**src/rtl/seq_pkg.sv**
```systemverilog
// Shared types and default widths for the sequence-generator burst controller.
package seq_pkg;

    localparam int DATA_W_DEF = 8;
    localparam int CNT_W_DEF  = 8;

    typedef enum logic [1:0] {
        IDLE = 2'd0,
        LOAD = 2'd1,
        RUN  = 2'd2,
        RESP = 2'd3
    } state_t;

    typedef struct packed {
        logic [CNT_W_DEF-1:0]  count;
        logic [DATA_W_DEF-1:0] last;
        logic                  hit;
    } rsp_t;

endpackage

```
**src/rtl/seq_burst_ctrl.sv**
```systemverilog
// Burst controller: loads the external generator, steps it until length, stop
// pattern or abort, then offers the outcome as a valid/ready response.
module seq_burst_ctrl
    import seq_pkg::*;
#(
    parameter int DATA_W = DATA_W_DEF,
    parameter int CNT_W  = CNT_W_DEF
) (
    input  logic              clk,
    input  logic              reset,
    input  logic              cmd_valid,
    output logic              cmd_ready,
    input  logic [DATA_W-1:0] cmd_seed,
    input  logic [CNT_W-1:0]  cmd_len,
    input  logic              cmd_stop_en,
    input  logic [DATA_W-1:0] cmd_stop_pat,
    input  logic              abort,
    output logic              gen_load,
    output logic [DATA_W-1:0] gen_seed,
    output logic              gen_step,
    input  logic [DATA_W-1:0] gen_q,
    output logic              rsp_valid,
    input  logic              rsp_ready,
    output logic [CNT_W-1:0]  rsp_count,
    output logic [DATA_W-1:0] rsp_last,
    output logic              rsp_hit,
    output logic              busy
);

    state_t            state;
    logic [DATA_W-1:0] seed_q;
    logic [DATA_W-1:0] pat_q;
    logic [CNT_W-1:0]  len_q;
    logic [CNT_W-1:0]  cnt_q;
    logic              stop_en_q;
    rsp_t              rsp_q;
    logic              match;

    assign match     = stop_en_q && (gen_q == pat_q);

    assign cmd_ready = (state == IDLE);
    assign busy      = (state != IDLE);
    assign gen_load  = (state == LOAD);
    assign rsp_valid = (state == RESP);
    assign gen_seed  = seed_q;
    assign rsp_count = rsp_q.count;
    assign rsp_last  = rsp_q.last;
    assign rsp_hit   = rsp_q.hit;

    // The only input-to-output path: a step is withheld in the very cycle
    // abort, a pattern match or the length limit is seen.
    always_comb begin
        gen_step = (state == RUN) && !abort && !match && (cnt_q != len_q);
    end

    always_ff @(posedge clk) begin
        if (reset) begin
            state     <= IDLE;
            seed_q    <= '0;
            pat_q     <= '0;
            len_q     <= '0;
            cnt_q     <= '0;
            stop_en_q <= 1'b0;
            rsp_q     <= '0;
        end else begin
            case (state)
                IDLE: begin
                    if (cmd_valid) begin
                        seed_q    <= cmd_seed;
                        len_q     <= cmd_len;
                        stop_en_q <= cmd_stop_en;
                        pat_q     <= cmd_stop_pat;
                        cnt_q     <= '0;
                        if (cmd_len == '0) begin
                            rsp_q <= '{count: '0, last: gen_q, hit: 1'b0};
                            state <= RESP;
                        end else begin
                            state <= LOAD;
                        end
                    end
                end
                LOAD: begin
                    if (abort) begin
                        rsp_q <= '{count: '0, last: gen_q, hit: 1'b0};
                        state <= RESP;
                    end else begin
                        state <= RUN;
                    end
                end
                RUN: begin
                    if (abort) begin
                        rsp_q <= '{count: cnt_q, last: gen_q, hit: 1'b0};
                        state <= RESP;
                    end else if (match) begin
                        rsp_q <= '{count: cnt_q, last: gen_q, hit: 1'b1};
                        state <= RESP;
                    end else if (cnt_q == len_q) begin
                        rsp_q <= '{count: cnt_q, last: gen_q, hit: 1'b0};
                        state <= RESP;
                    end else begin
                        cnt_q <= cnt_q + 1'b1;
                    end
                end
                RESP: begin
                    if (rsp_ready) state <= IDLE;
                end
                default: state <= IDLE;
            endcase
        end
    end

endmodule

```
**config.mk**
```make
export PLATFORM = sky130hd
export DESIGN_NAME = seq_burst_ctrl
export DESIGN_NICKNAME = d
export VERILOG_FILES = /design/src/rtl/seq_pkg.sv /design/src/rtl/seq_burst_ctrl.sv
export SDC_FILE = /design/constraint.sdc
export NUM_CORES = 1
export LEC_CHECK = 0
export ABC_CLOCK_PERIOD_IN_PS = 4000
export CELL_PAD_IN_SITES_DETAIL_PLACEMENT = 1
export CELL_PAD_IN_SITES_GLOBAL_PLACEMENT = 1
export CORE_MARGIN = 5
export CORE_UTILIZATION = 40
export CTS_BUF_LIST = sky130_fd_sc_hd__clkbuf_4 sky130_fd_sc_hd__clkbuf_8
export CTS_CLUSTER_DIAMETER = 150
export DETAILED_ROUTE_END_ITERATION = 16
export PLACE_DENSITY_LB_ADDON = 0.05
export RECOVER_POWER = 50
export SYNTH_ARGS = -nofsm -noshare
export SYNTH_HDL_FRONTEND = slang
export SYNTH_SLANG_ARGS = --single-unit
export TNS_END_PERCENT = 100
```
**constraint.sdc**
```tcl
create_clock -name clk -period 4 [get_ports clk]
set_input_delay 0.4 -clock clk [delete_from_list [all_inputs] [get_ports clk]]
set_output_delay 0.4 -clock clk [all_outputs]
set_load 0.02 [all_outputs]
```
### Yosys cells after proc, flatten, opt, wreduce, memory -nomap -nowiden

Index checks and enable logic that the tools add are counted.

* register bits after elaboration: 52
* word-level logic and storage cells: 59
* output and inout port bits: 30
* input bits: 38

* equal/unequal tests: 14
* reduce and logical (&&, ||, !) cells: 15
* muxes and demuxes: 20
* $add $sub $neg: 1

Operator list (number)
* two-way mux 17 bit: 6
* case mux 17 bit (3 select lines): 1
* two-way mux 8 bit: 4
* == test 8 bit: 2
* case mux 8 bit (2 select lines): 1
* two-way mux 2 bit: 6
* inequality test 2 bit (second input constant): 5
* AND reduction 5 bit: 2
* adder 8 x 1 -> 8 bit (second input constant): 1
* zero test 8 bit: 1
* inequality test 8 bit: 1
* case mux 2 bit (4 select lines): 1
* == test 2 bit (second input constant): 2
* logical AND 1 bit: 4
* inequality test 2 x 1 -> 1 bit (second input constant): 2
* inequality test 4 x 3 -> 1 bit (second input constant): 1
* nonzero test 2 bit: 2
* AND reduction 3 bit: 1
* nonzero test 3 bit: 1
* == test 2 x 1 -> 1 bit (second input constant): 1
* zero test 1 bit: 2
* zero test 2 bit: 1
* AND reduction 2 bit: 1
* two-way mux 1 bit: 1

### Longest topological paths before layout

Gate-level depths: netlist of the first run.

* depth after elaboration: 5
* mapped depth: 8
* mapped depth without buffers: 7

### Worst setup path after synthesis of the first run

Ideal clock, no wire load.

* kind: register -> register
* start: reg state[0]
* end: reg cnt_q[2]
* period minus slack after synthesis: 1.927 ns
* setup time: 0.095 ns
* required time: 3.905 ns
* stages on the path, launching flop included: 9
* path buffers: 1
* setup slack: 2.073 ns
* arrival time: 1.832 ns
* cells stage by stage: dfxtp_1 inv_1 ha_1 clkbuf_1 nor2b_1 nor2_1 o21ai_1 o32ai_2 o311ai_1

* longest elaborated chain between the ends: 3
* elaborated cells on any way between the ends: 9
* those cells by class: 5 x eq/ne; 1 x mux; 3 x reduce/logical

Ends and longest elaborated chain
* from (decl): line seq_burst_ctrl.sv:30 `state_t state;`
* from (signal assigned): line seq_burst_ctrl.sv:58 `state <= IDLE;`
* from (signal assigned): line seq_burst_ctrl.sv:76 `state <= RESP;`
* from (signal assigned): line seq_burst_ctrl.sv:78 `state <= LOAD;`
* zero test 2 bit *
* net cmd_ready: line seq_burst_ctrl.sv:12 `output logic cmd_ready,`
* inequality test 2 bit (no source line) / nonzero test 2 bit (equally long branches)
* AND reduction 5 bit (no source line)
* to (signal assigned): line seq_burst_ctrl.sv:101 `cnt_q <= cnt_q + 1'b1;`
* to (decl): line seq_burst_ctrl.sv:34 `logic [CNT_W-1:0] cnt_q;`

Mark *: on every way through the listed nets, which the timed path passes. The rest lies on a longest branch.
A chain may end at the register's enable or synchronous reset.

### Worst setup path after layout of the first run

* start: in gen_q[4]
* end: out gen_step

* longest elaborated chain between the ends: 5

Ends and longest elaborated chain
* from (decl): line seq_burst_ctrl.sv:21 `input logic [DATA_W-1:0] gen_q,`
* == test 8 bit: line seq_burst_ctrl.sv:39 `assign match = stop_en_q && (gen_q == pat_q);`
* logical AND 1 bit: line seq_burst_ctrl.sv:39
* zero test 1 bit: line seq_burst_ctrl.sv:53 `gen_step = (state == RUN) && !abort && !match && (cnt_q != len_q);`
* logical AND 1 bit (2 in a row): line seq_burst_ctrl.sv:53
* to (decl): line seq_burst_ctrl.sv:20 `output logic gen_step,`

Every way passes these cells.

==> flow_summary_export.csv, run 1 <==
group,metric,value,unit
logic_synthesis,ys_ff_latch,52,
timing,timing.final.ws_setup,1.167,ns
cells_and_area,drive_above_1_share,0.05510,
logic_synthesis,synth.net_count,347,
power,p_leak,1.286,nW
floorplanning,die-area,8142,um2
timing,drv_slew,0,
timing,rsz0062_at_grt,"false",
critical_path,cp_data_arrival_time,2.43,ns
cells_and_area,diodes,0,
timing,final.setup.tns,0,ns
flow_run,max_cap_violations,0,
cells_and_area,nets,405,
critical_path,path_max_fanout,9,
floorplanning,die_h,90.24,um
floorplanning,core,6314,um2
critical_path,crit_buf_inv,3,
global_route,antenna_found_initial,0,
timing,setup_viol,0,
timing,fmax,353.0,MHz
detailed_routing,viasPerCell,5.189,
detailed_routing,antenna_left,0,
critical_path,worstPathRequired,3.60,ns
critical_path,critPathKind,"primary input to output port",
clock_network,numCtsBuffers,5,
global_route,grt_max_degree,64,
timing,period_needed,2.833,ns
detailed_routing,wire_per_inst,15.15,um
timing,finalCritPeriodShare,0.7082,
power,clkPwrFrac,0.170,
global_route,groute.usage.overall,0.1653,
critical_path,critPathSlowestCell,"clkdlybuf4s50_1",
detailed_routing,wirelength,6664,um
critical_path,start_kind,"primary input",
timing,slew_headroom,0.1699,
clock_network,htreeDepth,2,
logic_synthesis,synth_area_leader_cell,"dfxtp_1",
power,cellPowerDensity,541.3,nW/um2
logic_synthesis,ys_async_sr_fraction,0,
floorplanning,start_util,0.4078,
detailed_routing,drcViolationCount,0,
global_route,grt-ovfl-total,0,
timing,holdWs,0.4571,ns
logic_synthesis,yosysWarningCount,0,
run_status,outcome,"complete, no violations",
global_route,grt_first_pass_wirelength,11330,um
logic_synthesis,yosys-top-cells-area,"dfxtp_1 40%, nand2_1 9.5%, nand2b_1 7.5%",
clock_network,numClockSinks,52,
global_route,grt_pass1_vias,2413,
clock_network,path_clk_slew,0.10,ns
cells_and_area,final_area,3362,um2
logic_synthesis,ys.flop_type,"dfxtp_1",
power,vdd_drop_max,0.0003829,V
detailed_routing,first_iter_violations,79,
critical_path,crit_path_frequent_cell,"clkdlybuf4s50_1",
place,dp_hpwl,4993,um
clock_network,cts_tree,"built",
place,place.port_buffers,67,
critical_path,end_kind,"output port",
critical_path,critical-path-top-delay-family,"buffers and inverters",
cells_and_area,syn2layout_area_growth,30.56,%
logic_synthesis,ys_seq_area_frac,0.4043,
logic_synthesis,synth-edff-count,0,
logic_synthesis,synth_cells,304,
place,place_area,3272,um2
power,switching_share,0.4060,
critical_path,max_stage_delay,0.53,ns
power,p_switching,0.7388,mW
clock_network,cts_resized,0,
clock_network,cts_buffer_depth,2,
place,place_ws,1.122,ns
logic_synthesis,netlist.area_leader.share,0.4043,
place,place.gp.congestion,0.8106,
detailed_routing,drt_first_pass_iters,4,
min_path,hp-class,"register to register",
clock_network,clkLatencyLatePin,0.31,ns
detailed_routing,num_vias,2283,
power,p_int,1.081,mW
clock_network,root_buffer,"clkbuf_8",
power,combPwrFrac,0.465,
logic_synthesis,ys_top_cells_by_count,"65 x nand2_1, 52 x dfxtp_1, 31 x nand2b_1",
floorplanning,die_w,90.24,um
logic_synthesis,ys_types,40,
clock_network,cts_setup_buffers,0,
floorplanning,io_pins,68,
timing,hold_viol,0,
logic_synthesis,syn_area,2575,um2
timing,clock_skew,0.01151,ns
clock_network,hold_buffers,0,
logic_synthesis,avgSynthCellArea,8.470,um2
logic_synthesis,synthMostInstantiatedCell,"nand2_1",
critical_path,crit_chain,"clkdlybuf4s50_1, xor2_1, nor3_1, nand4_4, nand2_1, inv_1, clkdlybuf4s50_1",
power,seqPwrFrac,0.364,
floorplanning,row_count,29,
timing,worst_pin_slew,1.244,ns
-- metal layers --
layer / up-vias / wire length (um) / global-route usage / share of wire
li1: 1143 / - / - / -
met1: 1090 / 2853 / 0.1938 / 0.43
met2: 45 / 3375 / 0.2945 / 0.51
met3: 5 / 371 / 0.04508 / 0.056
met4: 0 / 64 / 0.04467 / 0.0096
met5: - / 0 / 0 / 0
-- through the flow --
stage / instances / power, mW / utilization
final: 440 / 1.820 / 0.5325
after global routing: 440 / 1.936 / 0.5325
after CTS: 440 / 1.868 / 0.5325
after detailed placement: 432 / 1.555 / 0.5182
after global placement: 432 / 1.540 / 0.5182
after floorplan: 304 / 1.256 / -
-- state kept, by name (all words and copies together), names as in the netlist --
signal     count
rsp_last       8
pat_q          8
cnt_q          8
gen_seed       8
len_q          8
rsp_count      8
state          2
rsp_hit        1
stop_en_q      1
-- power groups by stage --
stage          Sequential (mW)  Clock (mW)  Combinational (mW)
2_1_floorplan            0.717           0               0.538
3_3_place_gp             0.674           0               0.865
3_5_place_dp             0.678           0               0.877
4_1_cts                  0.666       0.321               0.881
6_report                 0.663       0.310               0.847
5_1_grt                  0.673       0.338               0.925
-- worst min-delay path, delay by kind of cell, from the launching register on --
family	cells	cell delay (ns)
compound gates	1	0.05
flops	1	0.32
simple gates	1	0.05
-- path summary, 6_finish.rpt --
check | startpoint | cells past startpoint | to | slack, ns
max reg2reg | state[0] | 6 | state[0] | 1.77
min reg2reg | gen_seed[6] | 2 | gen_seed[6] | 0.46
min | gen_seed[6] | 2 | gen_seed[6] | 0.46
max | gen_q[4] | 7 | gen_step | 1.17
-- layout by cell type, fill, tap and decap left out, types with 3 or more instances in the layout --
cell / count
dfxtp_1: 52
inv_1: 7
nand2_1: 65
a21oi_1: 28
mux2i_1: 17
ha_1: 5
dlygate4sd3_1: 27
o211ai_1: 5
xnor2_1: 9
nor2b_1: 4
nand2b_1: 31
clkbuf_8: 5
nand3_1: 15
clkdlybuf4s50_1: 39
nand4_1: 3
o21ai_1: 4
nor2_1: 10
xor2_1: 7
-- cell type report --
type / instances / area (um2)
fill: 784 / 2952
inverter: 7 / 26.28
timing repair buffer: 67 / 665.6
clock inverter: 3 / 21.27
clock buffer: 5 / 68.82
tap: 77 / 96.34
multi-input combinational: 229 / 1443
sequential: 52 / 1041
-- logic make-up (layout without fill, tap and decap cells) --
group           after synthesis  in the layout  share of synthesized area
simple gates                140            140                     0.2745
flops                        52             52                     0.4043
compound gates               51             51                     0.1409
buf+inv                      23             82                    0.03547
mux                          17             17                    0.06608
xor+xnor                     16             16                    0.05442
fa+ha+maj                     5              5                    0.02430
Note: power is estimated with default switching activity, not from simulation.
==> run 2, diff against run 1 <==
--- a/config.mk
+++ b/config.mk
@@ -5,11 +5,11 @@
 export SDC_FILE = /design/constraint.sdc
 export NUM_CORES = 1
 export LEC_CHECK = 0
-export ABC_CLOCK_PERIOD_IN_PS = 4000
+export ABC_CLOCK_PERIOD_IN_PS = 2300
 export CELL_PAD_IN_SITES_DETAIL_PLACEMENT = 1
 export CELL_PAD_IN_SITES_GLOBAL_PLACEMENT = 1
 export CORE_MARGIN = 5
-export CORE_UTILIZATION = 40
+export CORE_UTILIZATION = 33
 export CTS_BUF_LIST = sky130_fd_sc_hd__clkbuf_4 sky130_fd_sc_hd__clkbuf_8
 export CTS_CLUSTER_DIAMETER = 150
 export DETAILED_ROUTE_END_ITERATION = 16
==> constraint.sdc (replaced) <==
create_clock -name clk -period 2.3 [get_ports clk]
set_input_delay 0.23 -clock clk [delete_from_list [all_inputs] [get_ports clk]]
set_output_delay 0.23 -clock clk [all_outputs]
set_load 0.02 [all_outputs]
==> flow_summary_export.csv, run 2 (synthesis gave the netlist of run 1 again) <==
group,metric,value,unit
power,vdd_drop_max,0.0004138,V
floorplanning,core,7647,um2
global_route,grt_pass1_vias,2424,
clock_network,hold_buffers,0,
clock_network,cts_buffer_depth,2,
critical_path,crit_path_frequent_cell,"inv_1",
critical_path,path_max_fanout,9,
place,dp_hpwl,5346,um
power,finalPower,3.293,mW
detailed_routing,viasPerCell,4.810,
floorplanning,row_count,32,
global_route,met3_usage,0.03643,
timing,holdWs,0.3374,ns
cells_and_area,drive_above_1_share,0.1024,
run_status,outcome,"complete, no violations",
global_route,grtUsageMet1,0.1836,
global_route,use_met2,0.2579,
place,place.gp.congestion,0.7892,
detailed_routing,antenna_left,0,
place,place.port_buffers,67,
floorplanning,start_util,0.3367,
detailed_routing,num_vias,2323,
critical_path,critPathKind,"register to output port",
timing,slew_headroom,0.5447,
timing,worst_pin_slew,0.6829,ns
power,cellPowerDensity,928.4,nW/um2
timing,period_needed,2.094,ns
timing,drv_slew,0,
timing,finalCritPeriodShare,0.9104,
detailed_routing,first_iter_violations,66,
timing,setup_viol,0,
timing,hold_viol,0,
cells_and_area,syn2layout_area_growth,37.76,%
timing,rsz0062_at_grt,"false",
clock_network,root_buffer,"clkbuf_8",
clock_network,cts_tree,"built",
global_route,grt-ovfl-total,0,
floorplanning,die_h,98.34,um
critical_path,critPathLaunch,"state[0]",
detailed_routing,wirelength,6920,um
critical_path,critPathSlowestCell,"clkdlybuf4s50_1",
clock_network,numClockSinks,52,
timing,fmax,477.6,MHz
critical_path,end_kind,"output port",
critical_path,crit_chain,"inv_1, ha_1, inv_1, clkdlybuf4s50_1",
global_route,groute.usage.overall,0.1476,
min_path,hp-class,"primary input to register",
clock_network,path_clk_slew,0.10,ns
cells_and_area,nets,423,
cells_and_area,final_common_cell,"nand2_1",
cells_and_area,fill_cells,916,
critical_path,cp_data_arrival_time,1.86,ns
cells_and_area,mostFrequentLayoutCells,"65 x nand2_1, 52 x dfxtp_1, 40 x clkdlybuf4s50_1, 31 x nand2b_1, 28 x a21oi_1",
global_route,grt_first_pass_wirelength,11730,um
global_route,grt.busiest_layer,"met2",
critical_path,start_kind,"register",
power,p_leak,1.382,nW
critical_path,rr_worst_depth,7,
clock_network,htreeDepth,2,
critical_path,crit_path_end,"busy",
detailed_routing,drt_first_pass_iters,4,
global_route,antenna_found_initial,0,
critical_path,regToRegSetupSlack,0.28,ns
flow_run,max_cap_violations,0,
critical_path,timing.rr.end,"cnt_q[2]",
detailed_routing,drcViolationCount,0,
critical_path,r2r_start,"state[0]",
floorplanning,io_pins,68,
critical_path,worstPathRequired,2.07,ns
cells_and_area,diodes,0,
timing,clock_skew,0.01182,ns
critical_path,max_stage_delay,0.62,ns
clock_network,numCtsBuffers,5,
global_route,grt_max_degree,38,
floorplanning,die-area,9670,um2
clock_network,clkLatencyLatePin,0.30,ns
floorplanning,die_w,98.34,um
detailed_routing,wire_per_inst,14.33,um
[run 2: what timing repair did]
| item | 4_1_cts | 5_1_grt |
|---|---|---|
| resized for setup | 2 | 0 |
| setup buffers | 0 | 0 |
| endpoints found under the setup margin | 1 | 0 |
[run 2: routing by layer]
layer	vias up	wire length, um
li1	1177	-
met1	1104	3052
met2	38	3531
met3	4	290
met4	0	46
met5	-	0
[run 2: per-stage QoR]
step / cell area [um2] / instances / setup slack [ns] / TNS, ns / util
3_5_place_dp: 3451 / 475 / -0.003679 / -0.003679 / 0.4512
4_1_cts: 3550 / 483 / 0.1788 / 0 / 0.4642
3_3_place_gp: 3451 / 475 / 0.006653 / 0 / 0.4512
6_report: 3547 / 483 / 0.2060 / 0 / 0.4638
5_1_grt: 3547 / 483 / 0.05344 / 0 / 0.4638
2_1_floorplan: 2575 / 304 / 0.3730 / 0 / -
[run 2: area by class of cell]
type | count | area, um2 | area share
flip-flops and latches | 52 | 1041 | 0.2935
inverters | 7 | 26.28 | 0.007407
multi-input cells | 229 | 1445 | 0.4074
clock buffers | 7 | 90.09 | 0.02540
well taps | 102 | 127.6 | 0.03598
clock inverters | 1 | 7.507 | 0.002116
repair buffers | 85 | 809.5 | 0.2282
[run 2: report_power, final]
part | total [mW] | internal (mW) | switching [mW]
clock network | 0.553 | 0.257 | 0.296
logic | 1.59 | 0.701 | 0.890
registers | 1.15 | 1.05 | 0.0973
[run 2: how the worst min path moves through the flow]
| stage | cells past startpoint | end | startpoint | slack [ns] |
|---|---|---|---|---|
| after floorplan | 2 | len_q[0] | cmd_len[0] | 0.37 |
| final | 4 | cnt_q[0] | reset | 0.34 |
| after global routing | 4 | cnt_q[5] | reset | 0.36 |
| after global placement | 2 | gen_seed[0] | gen_seed[0] | 0.44 |
| after detailed placement | 2 | gen_seed[4] | gen_seed[4] | 0.45 |
| after CTS | 4 | cnt_q[0] | reset | 0.33 |
[run 2: critical path, delay by kind of cell (launching register included)]
kind	cells	cell delay, ns
adders and majority gates	1	0.32
buffers and inverters	3	0.88
DFF	1	0.37
==> edit 1, RTL diff (config.mk and constraints of run 2) <==
Encoding of `state_t`: now Gray code (2 bits for 4 states).
--- a/src/rtl/seq_pkg.sv
+++ b/src/rtl/seq_pkg.sv
@@ -6,8 +6,8 @@
 
     typedef enum logic [1:0] {
-        IDLE = 2'd0,
-        LOAD = 2'd1,
-        RUN  = 2'd2,
-        RESP = 2'd3
+        IDLE = 2'b00,
+        LOAD = 2'b01,
+        RUN  = 2'b11,
+        RESP = 2'b10
     } state_t;
 
Check against the original RTL: no difference found for any inputs over 10 cycles, from zero or initial values and one cycle with reset high; not proved beyond that.
==> edit 1 against run 2 <==
- routed wire length shrank 4.8%
- highest routed layer unchanged
- design area is 7.9% lower
- setup slack improved by 6.5 ps
- critical path depth rose by 3
- synthesized area shrank 9.2%
- fmax increased by 0.31%
- sequential cell count stayed put
- count of clock-buffer cells in the layout unchanged
- synthesized cell count shrank 6.6%
Power is not compared: it rests on default switching activity, and its combinational part moved more than twofold at a synthesized area within 25%.
==> edit 1: results (changes against run 2) <==
Routing
  • Vias/cell: 4.86 (was 4.81)
  • Router iterations before antenna repair: 4 (unchanged)
  • DR WL/cell: 14.5 microns (was 14.3 microns)
  • DR vias: 2205 (was 2323)
  • DR iter-0 viols: 92 (was 66)

Cells and area
  • Fraction of layout cells with a size suffix above 1: 9.50% (was 10.2%)
  • Fin nets: 396 (was 423)
  • Fillers: 835 (was 916)
  • Antenna cells: 0 (unchanged)

Critical path
  • Reg2Reg Setup Slack: 340 ps (was 280 ps)
  • Crit Path Max Fanout: 2 (was 9)
  • Arrival time at the worst endpoint: 1860 ps (about the same)
  • Worst r2r dst: rsp_last[0] (was cnt_q[2])
  • RR Startpoint: state[1] (was state[0])
  • R2R cell count: 7 (unchanged)

Min path
  • WHS Endpoint: rsp_count[1] (was cnt_q[0])
  • Hold Path Origin: rsp_count[1] (was reset)
  • Worst min path class: reg -> reg (was in -> reg)
  • Number of stages on the worst hold path: 2 (was 4)

Run status
  • Run status: complete, no violations (unchanged)

Timing
  • Slew @ Worst Pin: 524 ps (was 683 ps)
  • WHS: 458 ps (was 337 ps)
  • Clk_skew: 11.1 ps (was 11.8 ps)

Synth
  • Syn_area_per_cell: 8.23 sq um (was 8.47 sq um)
  • Unique masters post-synth: 39 (was 40)
  • Synth Net Count: 323 (was 347)
  • Synth warn: 0 (unchanged)
  • Ys async rst share: 0% (unchanged)
  • Sequential-to-total area share from yosys stat: 44.5% (was 40.4%)
  • Most frequent cells after synthesis: nand2_1 (83), dfxtp_1 (52), a21oi_1 (30), mux2i_1 (16), nand3_1 (12) (was nand2_1 (65), dfxtp_1 (52), nand2b_1 (31), a21oi_1 (28), mux2i_1 (17))
  • Post-synth top flop: dfxtp_1 (unchanged)
  • Top cells by area, synth: dfxtp_1 (45%), nand2_1 (13%), mux2i_1 (6.9%), a21oi_1 (6.4%), xnor2_1 (3.0%) (was dfxtp_1 (40%), nand2_1 (9.5%), nand2b_1 (7.5%), mux2i_1 (6.6%), a21oi_1 (5.4%))

Placement
  • Placed cells: 446 (was 475)
  • # port buffers: 67 (unchanged)
  • Gpl congestion: 0.798 (was 0.789)
  • DP Area: 3170 sq um (was 3450 sq um)
  • Final HPWL DP: 4950 microns (was 5350 microns)

Clocking
  • Clock Path Buffers: 2 (unchanged)
  • H-tree depth: 2 (unchanged)
  • Cts bufs inserted: 5 (unchanged)
  • Clock-pin slew on the worst setup and hold paths: 100 ps (about the same)
  • Worst-Skew Late Latency: 310 ps
  • Clock Root Buffer: clkbuf_8 (unchanged)

Global routing
  • First-pass GRT wire length: 10700 microns (was 11700 microns)
  • All-Layer GR Usage: 15.4% (was 14.8%)
  • Pin count of the biggest net entering global routing: 37 (was 38)
  • Initial antenna violation count: 0 (unchanged)

Power
  • Top power group: registers
  • Clock power frac: 28.3%
  • P_leak: 1.36 nW
  • VDD IR max: 243 uV
  • Switch share: 28.9%
  • Seq pwr share: 49.4%
edit 1: cells by family (layout without fill, tap and decap cells):
family,Yosys count,after routing,share of synthesized area (%)
and+or+nand+nor,122,122,22.9
buffers and inverters,23,97,5.19
adders and majority gates,1,1,0.535
muxes,17,17,7.33
AOI/OAI and AO/OA,53,53,13.5
DFF,52,52,44.5
xor gates and xnor gates,16,16,6.00
edit 1: routing by layer:
layer  global-route usage (%)  part of all wire [%]
met5                        0                     0
met4                     5.42                   1.6
met3                     4.17                   5.2
met2                     24.6                    46
met1                     19.7                    47
edit 1: area by class of cell:
class                   count  area (sq um)  share of cell area [%]
clock buffers               7          90.1                    2.76
clock inverters             1          7.51                   0.230
inverters                   3          11.3                   0.345
multi-input cells         209          1180                    36.1
flip-flops and latches     52          1040                    31.9
well taps                  96           120                    3.68
repair buffers             86           815                    24.9
edit 1: critical path, stage by stage:
cell and delay, ps:
clkdlybuf4s50_1 520, xnor2_1 130, nand2_1 100, or3_4 410, nand2_1 100, inv_1 50, dlygate4sd2_1 310
edit 1: worst max-delay path by stage:
stage                     cells after the start          end      from  slack (ps)
final                                         7     gen_step  gen_q[1]         210
after global routing                          6     gen_step  cnt_q[7]          80
after CTS                                     7     gen_step  gen_q[7]         200
after detailed placement                      8  rsp_last[5]  gen_q[7]         -20
after global placement                        7     gen_step  gen_q[1]          -6
after floorplan                               8      rsp_hit  state[1]         620
edit 1: stage by stage:
stage	power, mW	setup slack, ps
finish	2.00	212
global route	2.12	77.0
CTS	2.04	200
detailed placement	1.47	-24.0
global placement	1.46	-6.00
floorplan	1.26	621
edit 1: timing repair:
item	4_1_cts	5_1_grt
resized for setup	5	0
buffers inserted	0	0
endpoints found under the setup margin	1	0
==> edit 2, RTL diff (settings of run 2) <==
Made on the original files. The package constant `DATA_W_DEF` goes from 8 to 7.
--- a/src/rtl/seq_pkg.sv
+++ b/src/rtl/seq_pkg.sv
@@ -2,5 +2,5 @@
 package seq_pkg;
 
-    localparam int DATA_W_DEF = 8;
+    localparam int DATA_W_DEF = 7;
     localparam int CNT_W_DEF  = 8;
 
Ports: changed (5 resized); port bits go from 68 to 63. The function was not compared with the original's and may differ.
==> edit 2 against run 2 <==
- clock power rose by 0.9%
- worst hold slack better by 120 ps
- setup slack got worse by 67 ps
- critical path type is now in -> out
- fmax is 3.1% lower
- first-iteration DRC count is 15% lower
- total power increased by 0.46%
- cell count shrank 4.3%
- core utilization grew 1.7 points
- routed wire length shrank 0.12%
- design area decreased by 6.9%
- synthesized area shrank 8.6%
- sequential cell count is 3 lower
- global-route usage is 1.3 points higher
- count of clock-buffer cells in the layout decreased by 1
==> edit 2: results (changes against run 2) <==
Run status
  • Run status: complete, no violations (unchanged)

Synth
  • Sequential-to-total area share from yosys stat: 41.7% (was 40.4%)
  • Top cells by area, synth: dfxtp_1 (42%), nand2_1 (14%), mux2i_1 (6.4%), a21oi_1 (5.3%), xnor2_1 (4.1%) (was dfxtp_1 (40%), nand2_1 (9.5%), nand2b_1 (7.5%), mux2i_1 (6.6%), a21oi_1 (5.4%))
  • Mapped Cells: 290 (was 304)
  • Unique masters post-synth: 41 (was 40)
  • Synth Net Count: 330 (was 347)
  • Most frequent cells after synthesis: nand2_1 (90), dfxtp_1 (49), a21oi_1 (25), mux2i_1 (15), nor2_1 (13) (was nand2_1 (65), dfxtp_1 (52), nand2b_1 (31), a21oi_1 (28), mux2i_1 (17))

Cells and area
  • Post-Route Utilization: 48.1% (was 46.4%)
  • Fillers: 852 (was 916)

Placement
  • Final HPWL DP: 5290 microns (was 5350 microns)
  • Gpl congestion: 0.781 (was 0.789)
  • Placed cells: 454 (was 475)
  • DP Area: 3210 sq um (was 3450 sq um)

Routing
  • WL met2: 3290 microns (was 3530 microns)
  • WL met1: 3190 microns (was 3050 microns)
  • Routed WL: 6910 microns (was 6920 microns)
  • Vias/cell: 4.83 (was 4.81)
  • DR WL/cell: 15.0 microns (was 14.3 microns)
  • Metal3 WL: 343 microns (was 290 microns)

Global routing
  • Met2 GRT Util: 26.8% (was 25.8%)
  • All-Layer GR Usage: 16.1% (was 14.8%)
  • Pin count of the biggest net entering global routing: 24 (was 38)
  • Number of global-route vias before repair: 2286 (was 2424)

Power
  • Switching Power: 1.32 mW (was 1.28 mW)
  • Seq pwr share: 32.5% (was 34.9%)
  • VDD IR max: 515 uV (was 414 uV)
  • Final Total Pwr: 3.31 mW (was 3.29 mW)
  • Comb. pwr: 1.67 mW (was 1.59 mW)

Timing
  • Normalized max-slew margin: 56.8% (was 54.5%)
  • Clk_skew: 4.80 ps (was 11.8 ps)
  • WHS: 456 ps (was 337 ps)

Min path
  • Number of stages on the worst hold path: 2 (was 4)
  • Worst min path class: reg -> reg (was in -> reg)

Critical path
  • Crit Path Max Fanout: 2 (was 9)
  • Worst path max stage delay: 440 ps (was 620 ps)
==> edit 2: cells by family (layout without fill, tap and decap cells) <==
group | count (synthesis) | in the layout | share of synthesized area [%]
AND/OR/NAND/NOR | 130 | 130 | 24.1
AO/OA/AOI/OAI | 53 | 53 | 15.3
flip-flops | 49 | 49 | 41.7
buffers and inverters | 23 | 99 | 4.31
XOR/XNOR | 15 | 15 | 5.58
multiplexers | 15 | 15 | 6.38
adder cells (fa/ha/maj) | 5 | 5 | 2.66
==> edit 2: final cells by class <==
type,instances,share of cell area (%)
Clock buffer,6,2.50
Clock inverter,2,0.417
Inverter,6,0.682
Multi-Input combinational cell,218,38.5
Sequential cell,49,29.7
Tap cell,96,3.64
Timing Repair Buffer,85,24.6
==> edit 2: final timing paths <==
check	endpoint	from
max	gen_step	gen_q[4]
min	gen_seed[5]	gen_seed[5]
max reg2reg	pat_q[0]	state[1]
min reg2reg	gen_seed[5]	gen_seed[5]
